### config.mk
export PLATFORM = sky130hd
export DESIGN_NAME = time_link_tx
export DESIGN_NICKNAME = d
export VERILOG_FILES = /design/src/rtl/time_link_tx.sv
export SDC_FILE = /design/constraint.sdc
export NUM_CORES = 1
export LEC_CHECK = 0
export ABC_AREA = 1
export CORE_MARGIN = 2
export CORE_UTILIZATION = 61
export DETAILED_ROUTE_END_ITERATION = 8
export MAX_ROUTING_LAYER = met4
export PLACE_DENSITY = 0.85
export SLEW_MARGIN = 30
export SYNTH_ARGS = -nofsm -noshare
export SYNTH_HDL_FRONTEND = slang
export SYNTH_SLANG_ARGS = --single-unit
### constraint.sdc
create_clock -name clk -period 4.6 [get_ports clk]
set_input_delay 1.38 -clock clk [delete_from_list [all_inputs] [get_ports clk]]
set_output_delay 1.38 -clock clk [all_outputs]
set_load 0.01 [all_outputs]
### src/rtl/time_link_tx.sv
// BCD time-of-day keeper that serialises a 24-bit snapshot over a 3-wire link (wclk/din/lnk_reset).
// Define TIME_LINK_12H_EN for 12-hour mode (01..12, reset to 12:00:00); default is 24-hour.
module time_link_tx #(
  parameter int TICK_DIV = 25000000,
  parameter int BIT_DIV  = 25
) (
  input  logic        clk,
  input  logic        reset,
  input  logic        set_valid,
  input  logic [21:0] set_time,
  output logic        set_err,
  output logic [21:0] time_bcd,
  output logic        wclk,
  output logic        din,
  output logic        lnk_reset,
  output logic        busy
);

  localparam int PW = (TICK_DIV > 1) ? $clog2(TICK_DIV) : 1;
  localparam int HW = $clog2(BIT_DIV + 1);
  localparam logic [PW-1:0] PRESC_MAX = PW'(TICK_DIV - 1);
  localparam logic [HW-1:0] PHASE_MAX = HW'(BIT_DIV - 1);

  localparam logic [2:0] S_IDLE   = 3'd0;
  localparam logic [2:0] S_RST_LO = 3'd1;
  localparam logic [2:0] S_RST_HI = 3'd2;
  localparam logic [2:0] S_BIT_LO = 3'd3;
  localparam logic [2:0] S_BIT_HI = 3'd4;

`ifdef TIME_LINK_12H_EN
  localparam logic [21:0] RESET_TIME = 22'h120000;
`else
  localparam logic [21:0] RESET_TIME = 22'h000000;
`endif

  logic [PW-1:0] presc_reg;
  logic [2:0]    state_reg;
  logic [HW-1:0] phase_reg;
  logic [4:0]    bit_idx_reg;
  logic [23:0]   shift_reg;
  logic          pending_reg;
  logic          rst_req_reg;

  logic          tick;
  logic          set_ok;
  logic          frame_req;
  logic          frame_start;
  logic          phase_done;
  logic [21:0]   time_inc;
  logic [2:0]    ones_bad;
  logic [1:0]    tens_bad;
  logic          hours_bad;

  // Ones digits sit at bit offsets 0/8/16, minute/second tens at 4/12.
  genvar gi;
  generate
    for (gi = 0; gi < 3; gi++) begin : g_ones
      assign ones_bad[gi] = set_time[gi*8 +: 4] > 4'd9;
    end
    for (gi = 0; gi < 2; gi++) begin : g_tens
      assign tens_bad[gi] = set_time[gi*8+4 +: 4] > 4'd5;
    end
  endgenerate

`ifdef TIME_LINK_12H_EN
  assign hours_bad = !(((set_time[21:20] == 2'd0) && (set_time[19:16] != 4'd0)) ||
                       ((set_time[21:20] == 2'd1) && (set_time[19:16] <= 4'd2)));
`else
  assign hours_bad = (set_time[21:20] == 2'd3) ||
                     ((set_time[21:20] == 2'd2) && (set_time[19:16] > 4'd3));
`endif

  assign set_ok      = set_valid && !((|ones_bad) || (|tens_bad) || hours_bad);
  assign tick        = (presc_reg == PRESC_MAX);
  assign frame_req   = tick || set_ok || rst_req_reg;
  assign frame_start = (state_reg == S_IDLE) && pending_reg;
  assign phase_done  = (phase_reg == PHASE_MAX);

  // Cascaded BCD increment of the current time.
  always_comb begin
    time_inc = time_bcd;
    if (time_bcd[3:0] != 4'd9) begin
      time_inc[3:0] = time_bcd[3:0] + 4'd1;
    end else begin
      time_inc[3:0] = 4'd0;
      if (time_bcd[7:4] != 4'd5) begin
        time_inc[7:4] = time_bcd[7:4] + 4'd1;
      end else begin
        time_inc[7:4] = 4'd0;
        if (time_bcd[11:8] != 4'd9) begin
          time_inc[11:8] = time_bcd[11:8] + 4'd1;
        end else begin
          time_inc[11:8] = 4'd0;
          if (time_bcd[15:12] != 4'd5) begin
            time_inc[15:12] = time_bcd[15:12] + 4'd1;
          end else begin
            time_inc[15:12] = 4'd0;
`ifdef TIME_LINK_12H_EN
            if (time_bcd[21:16] == 6'h12) begin
              time_inc[21:16] = 6'h01;
            end else if (time_bcd[19:16] == 4'd9) begin
`else
            if (time_bcd[21:16] == 6'h23) begin
              time_inc[21:16] = 6'h00;
            end else if (time_bcd[19:16] == 4'd9) begin
`endif
              time_inc[21:20] = time_bcd[21:20] + 2'd1;
              time_inc[19:16] = 4'd0;
            end else begin
              time_inc[19:16] = time_bcd[19:16] + 4'd1;
            end
          end
        end
      end
    end
  end

  // Timekeeping, set handling and the pending-frame flag.
  always_ff @(posedge clk) begin
    if (reset) begin
      time_bcd    <= RESET_TIME;
      presc_reg   <= '0;
      set_err     <= 1'b0;
      pending_reg <= 1'b0;
      rst_req_reg <= 1'b1;
    end else begin
      set_err     <= set_valid && !set_ok;
      rst_req_reg <= 1'b0;
      if (set_ok) begin
        time_bcd  <= set_time;
        presc_reg <= '0;
      end else if (tick) begin
        time_bcd  <= time_inc;
        presc_reg <= '0;
      end else begin
        presc_reg <= presc_reg + PW'(1);
      end
      // A request landing in the start cycle survives as the next pending frame.
      pending_reg <= frame_req || (pending_reg && !frame_start);
    end
  end

  // Frame sequencer: reload clock pulse, then 24 data bits MSB-first.
  always_ff @(posedge clk) begin
    if (reset) begin
      state_reg   <= S_IDLE;
      phase_reg   <= '0;
      bit_idx_reg <= 5'd0;
      shift_reg   <= 24'd0;
      wclk        <= 1'b0;
      din         <= 1'b0;
      lnk_reset   <= 1'b0;
      busy        <= 1'b0;
    end else begin
      case (state_reg)
        S_IDLE: begin
          if (pending_reg) begin
            state_reg   <= S_RST_LO;
            phase_reg   <= '0;
            bit_idx_reg <= 5'd23;
            shift_reg   <= {2'b00, time_bcd};
            busy        <= 1'b1;
            lnk_reset   <= 1'b1;
            wclk        <= 1'b0;
            din         <= 1'b0;
          end
        end
        S_RST_LO: begin
          if (phase_done) begin
            phase_reg <= '0;
            state_reg <= S_RST_HI;
            wclk      <= 1'b1;
          end else begin
            phase_reg <= phase_reg + HW'(1);
          end
        end
        S_RST_HI: begin
          if (phase_done) begin
            phase_reg <= '0;
            state_reg <= S_BIT_LO;
            wclk      <= 1'b0;
            lnk_reset <= 1'b0;
            din       <= shift_reg[23];
          end else begin
            phase_reg <= phase_reg + HW'(1);
          end
        end
        S_BIT_LO: begin
          if (phase_done) begin
            phase_reg <= '0;
            state_reg <= S_BIT_HI;
            wclk      <= 1'b1;
          end else begin
            phase_reg <= phase_reg + HW'(1);
          end
        end
        S_BIT_HI: begin
          if (phase_done) begin
            phase_reg <= '0;
            wclk      <= 1'b0;
            if (bit_idx_reg == 5'd0) begin
              state_reg <= S_IDLE;
              busy      <= 1'b0;
              din       <= 1'b0;
            end else begin
              state_reg   <= S_BIT_LO;
              shift_reg   <= {shift_reg[22:0], 1'b0};
              bit_idx_reg <= bit_idx_reg - 5'd1;
              // The bit that becomes the MSB after the shift.
              din         <= shift_reg[22];
            end
          end else begin
            phase_reg <= phase_reg + HW'(1);
          end
        end
        default: begin
          state_reg <= S_IDLE;
          phase_reg <= '0;
          wclk      <= 1'b0;
          din       <= 1'b0;
          lnk_reset <= 1'b0;
          busy      <= 1'b0;
        end
      endcase
    end
  end

endmodule

Yosys cells after proc, flatten, opt, wreduce, memory -nomap -nowiden
Cells that the tools add are included.
{ "op_classes": {"n_addsub": 9, "magnitude_cmp": 6, "n_eq_ne": 27, "muxes": 45, "n_bitwise": 3, "reduce_logical": 38} }
{ "op_table": {"columns": ["op", "count"], "rows": [
  ["$mux 24", 3],
  ["$pmux 24 s2", 1],
  ["$mux 22", 2],
  ["$add 25x1->25 const B", 1],
  ["$eq 25x25->1 const B", 1],
  ["$mux 5", 5],
  ["$ne 2x2->1 const B", 11],
  ["$add 4x1->4 const B", 5],
  ["$mux 4", 5],
  ["$pmux 5 s2", 2],
  ["$mux 18", 1],
  ["$reduce_and 4->1", 4],
  ["$mux 3", 5],
  ["$pmux 3 s5", 1],
  ["$mux 14", 1],
  ["$gt 4x4->1 const B", 3],
  ["$mux 6", 2],
  ["$reduce_or 3->1", 4],
  ["$mux 1", 10],
  ["$mux 10", 1],
  ["$reduce_and 5->1", 2],
  ["$pmux 1 s3", 3],
  ["$reduce_and 3->1", 3],
  ["$gt 4x3->1 const B", 2],
  ["other kinds (28)", 50]
]} }
{ "totals": {"reg_bits": 91, "input_bits": 25, "output_inout_bits": 27, "wordCells": 146} }

Logic depth before layout (Yosys ltp)
{ "depth": {"depth_word": 9, "depth_mapped": 12, "mapped_depth_nobuf": 12} }

Least setup slack after synthesis
OpenSTA, ideal clock, no wires.
{ "synth_timing": {"path_kind": "input -> register", "start": "input set_time[7]", "end": "register time_bcd[20]", "setup_ns": 0.113, "arrival_ns": 2.374, "t_required_ns": 4.487, "slack_ns": 2.113, "cell_stages": 10, "path_buffers": 0, "path_cell_list": "nor2_1 -> nand3_1 -> nor2_1 -> nand3_2 -> nand3_1 -> nand2_1 -> nor2_4 -> nand2_1 -> nand2_1 -> nor2_1"} }
{ "synth_between": {"elab_chain_len": 8} }
{ "synth_rtl": {"columns": ["element", "line_no", "text"], "rows": [
  ["from (decl)", "10", "input logic [21:0] set_time,"],
  ["$gt 4x3->1 (*)", "61", "assign tens_bad[gi] = set_time[gi*8+4 +: 4] > 4'd5;"],
  ["$reduce_or 2->1 (*)", "73", "assign set_ok = set_valid && !((|ones_bad) || (|tens_bad) || hours_bad);"],
  ["$logic_or 1x1->1 (*) (2 in a row)", "73", null],
  ["$logic_not 1->1 (*)", "73", null],
  ["$logic_and 1x1->1 (*)", "73", null],
  ["$ne 2x2->1 (no source line), or another cell as far along", null, null],
  ["$reduce_and 6->1 (no source line)", null, null],
  ["to (signal assigned)", "130", "time_bcd <= set_time;"],
  ["to (signal assigned)", "133", "time_bcd <= time_inc;"],
  ["to (decl)", "12", "output logic [21:0] time_bcd,"]
]} }
Mark *: on every way between the ends. The rest lies on a longest branch, timed or not.
A chain may end at the register's enable or synchronous reset.

Worst setup path in the final report
{ "layout_timing": {"start": "input set_time[2]", "end": "register presc_reg[22]"} }
{ "layout_between": {"elab_chain_len": 7} }
{ "layout_rtl": {"columns": ["element", "line_no", "text"], "rows": [
  ["$gt 4x4->1", "58", "assign ones_bad[gi] = set_time[gi*8 +: 4] > 4'd9;"],
  ["$reduce_or 3->1", "73", null],
  ["$logic_or 1x1->1 (2 in a row)", "73", null],
  ["$logic_not 1->1", "73", null],
  ["$logic_and 1x1->1", "73", null],
  ["$reduce_or 3->1 (no source line)", null, null],
  ["to (signal assigned)", "136", "presc_reg <= presc_reg + PW'(1);"],
  ["to (decl)", "36", "logic [PW-1:0] presc_reg;"]
]} }
Every way passes these cells.

==> results by group <==
Critical path
  – CP cell instances: clkdlybuf4s50_1 -> o21ai_1 -> nand2_1 -> nor2_2 -> nand3_2 -> nand2_2 -> inv_2 -> nand2_2 -> a21oi_1 -> o21a_1
  – CP Buf/Inv Count: 2
  – CP Data Required Time: 4.86 ns
  – Top delay family on crit path: simple AND/OR/NAND/NOR gates
  – Crit path arrival time: 3.39 ns
  – CP max stage cell: clkdlybuf4s50_1
  – CP Max Fanout: 25
  – Most frequent CP cell: nand2_2
  – Critical path class: input port to flop
  – Critical path endpoint category: flop
  – Slowest cell delay on critical path: between 0.4 and 0.5 ns
  – Startpoint types: input port

Route
  – WL per Instance: ~14 um
  – Routed via count: around 4500
  – Initial DRC count: ~230
  – DRT Wirelength: roughly 11000 um
  – Drt via density: approximately 5.6
  – ANT nets after route: 0
  – DRC: 0
  – TritonRoute pass-1 iters: 5

Yosys
  – EDFF count, synth: 0
  – Mapped Cells: between 600 and 700
  – Compound-cell area share of the yosys netlist: between 10% and 20%
  – Post-Synth Simple-Gate Area: between 30% and 40%
  – Synthesized net count: 693
  – #FFs+latches synth: 91
  – Xor/xnor share of the synthesized area: between 2 and 3%
  – Largest cells by area after synthesis: dfxtp_1, nand2_1, inv_1
  – Sequential area share after synthesis: 38.62%
  – YS warnings: 0
  – Post-synth ARST share: 0%
  – Avg Cell Area, Syn: between 7 and 8 sq um
  – Synth Cell Area: approximately 4700 sq um
  – Largest family of logic cells by synthesized area: simple AND/OR/NAND/NOR gates
  – Yosys cell types: 45
  – Mux cell area share after synthesis: 0%
  – Dominant synthesized flop cell: dfxtp_1
  – Post-synth top area cell: dfxtp_1
  – Synth cell count leaders: nand2_1, dfxtp_1, inv_1, nor2_1, o21ai_0
  – Post-synth top area share: about two fifths
  – Most frequent cell after synthesis: nand2_1
  – Adder-cell area share of the yosys netlist: under 10%

Floorplan
  – Chip height: between 90 and 100 um
  – Site Rows: 32
  – Core Footprint: about 7600 sq um
  – IO Pins: 52
  – Initial Util: 62.01%
  – Die area: 8452 sq um
  – Chip width: 91.94 um

STA
  – RSZ-0062 raised after global routing: no
  – Count of final setup violators: 0
  – Skew final: 0.01417 ns
  – Slew Limit Fails: 0
  – Top achievable clock speed: about 320 MHz
  – Post-route minimum period: ~3.1 ns
  – Slew margin rel.: between 50 and 60%
  – Fin Setup TNS: 0 ns
  – Period utilisation layout: between 60 and 70%
  – Hold Vio Cnt, Final: 0
  – Worst slew pin tran: approximately 0.72 ns

Global routing
  – First-pass GRT wire length: around 19000 um
  – Tot GR Track Use: around 28%
  – Remaining Overflow, GRT: 0
  – Initial antenna violation count: 0
  – Largest net degree at the start of global routing: 50
  – Vias in the first global route: around 4200

Finish
  – P&R area growth vs syn: 15.38%
  – Filler Cells Inserted: 628
  – Final Cell Area: approximately 5400 sq um
  – Max FFs per register: 25
  – Antenna Cells: 0
  – Share of cells above drive strength 1: 9.040%
  – Final Util: between 70% and 80%
  – # nets final: approximately 730

Clock tree
  – Hold Buf Count CTS: 0
  – # Post-CTS Setup Buffers: 0
  – CTS max path bufs: 2
  – H-tree depth: 3
  – Sink Count: between 90 and 100
  – TritonCTS buffer count: 9
  – Later-pin clock latency in the skew report: 0.36 ns
  – Post_cts resized: 0
  – Root Buffer: clkbuf_8
  – Clock-pin slew on the worst setup and hold paths: ~0.08 ns
  – CTS tree: yes

Placement
  – Placer's final routability congestion estimate: 0.9251
  – DP Area: approximately 5200 sq um
  – HPWL Detailed: approximately 7800 um
  – Port Buffers: 51

Power and ir drop
  – Pwr/cell area: between 300 and 400 nW/um^2
  – Leak: around 2.1 nW
  – Max IR drop VDD: about 0.22 mV

Hold path
  – Worst hold path type: flop to flop

Status
  – Outcome: completed

Run
  – Max-cap viol count: 0
[stage by stage]
| step | instances | setup WS [ns] | hold slack (ns) | power, W |
|---|---|---|---|---|
| finish | 810 | 1.467 | 0.4567 | 0.002143 |
| global route | 810 | 1.327 | 0.4852 | 0.002286 |
| CTS | 810 | 1.501 | 0.4642 | 0.002149 |
| detailed placement | 794 | 1.121 | 0.4463 | 0.001595 |
| global placement | 794 | 1.183 | 0.4430 | 0.001568 |
| floorplan | 662 | 2.113 | 0.4117 | 0.001487 |
[cell families after synthesis]
logic type / after synthesis
simple gates: 312
xor+xnor: 16
buf+inv: 99
fa+ha+maj: 6
flops: 91
compound gates: 138
[power by group]
group	internal (W)	leakage, nW	switching (W)
registers	0.000925	0.741	0.0000799
clock network	0.000268	0.0922	0.000289
logic	0.000211	1.24	0.000369
total	0.00140	2.07	0.000738
[worst register-to-register path, stage by stage, from the launching register on]
cell	delay (ns)
dfxtp_1	0.34
inv_1	0.10
ha_1	0.15
nand4_1	0.26
nand2_1	0.25
nand4_4	0.16
inv_2	0.52
nand2_1	0.14
or2_0	0.23
a21oi_1	0.14
[per-layer routing]
layer,routed length (um),track usage (%),up-vias,share of wire [%]
met1,4913,33.63,2059,45
met2,5222,45.47,151,48
li1,-,-,2268,-
met5,0,-,-,0
met3,544,4.437,30,5.0
met4,291,11.94,0,2.7
[final cells by class]
cell class / instances / area, sq um / area share [%]
Sequential cell: 91 / 1822 / 33.47
Timing Repair Buffer: 55 / 540.5 / 9.931
Inverter: 74 / 277.8 / 5.103
Clock buffer: 11 / 141.4 / 2.598
Multi-Input combinational cell: 472 / 2472 / 45.43
Tap cell: 102 / 127.6 / 2.345
Clock inverter: 5 / 61.31 / 1.126
[cell usage in the layout, fill, tap and decap left out, drive strengths merged]
cell type / count
buf: 4
o211ai: 4
xor2: 11
xnor2: 5
nand3b: 1
nand3: 32
clkinvlp: 3
o22ai: 1
nor2: 70
nor3b: 6
a211oi: 3
a31o: 1
o31ai: 3
bufinv: 1
nand4: 16
o21ai: 58
o21a: 1
clkdlybuf4s50: 51
ha: 6
nor3: 11
or2: 4
clkbuf: 11
nand2: 170
inv: 75
a21oi: 41
dfxtp: 91
nor4: 2
a31oi: 26
[path summary, 6_finish.rpt]
path	startpoint	endpoint	slack (ns)	cells past startpoint
setup / recovery	set_time[2]	presc_reg[22]	1.47	10
hold reg to reg	rst_req_reg	pending_reg	0.46	2
hold / removal	rst_req_reg	pending_reg	0.46	2
setup reg to reg	phase_reg[0]	bit_idx_reg[2]	2.23	9
Power figures use the tool's default switching activity.
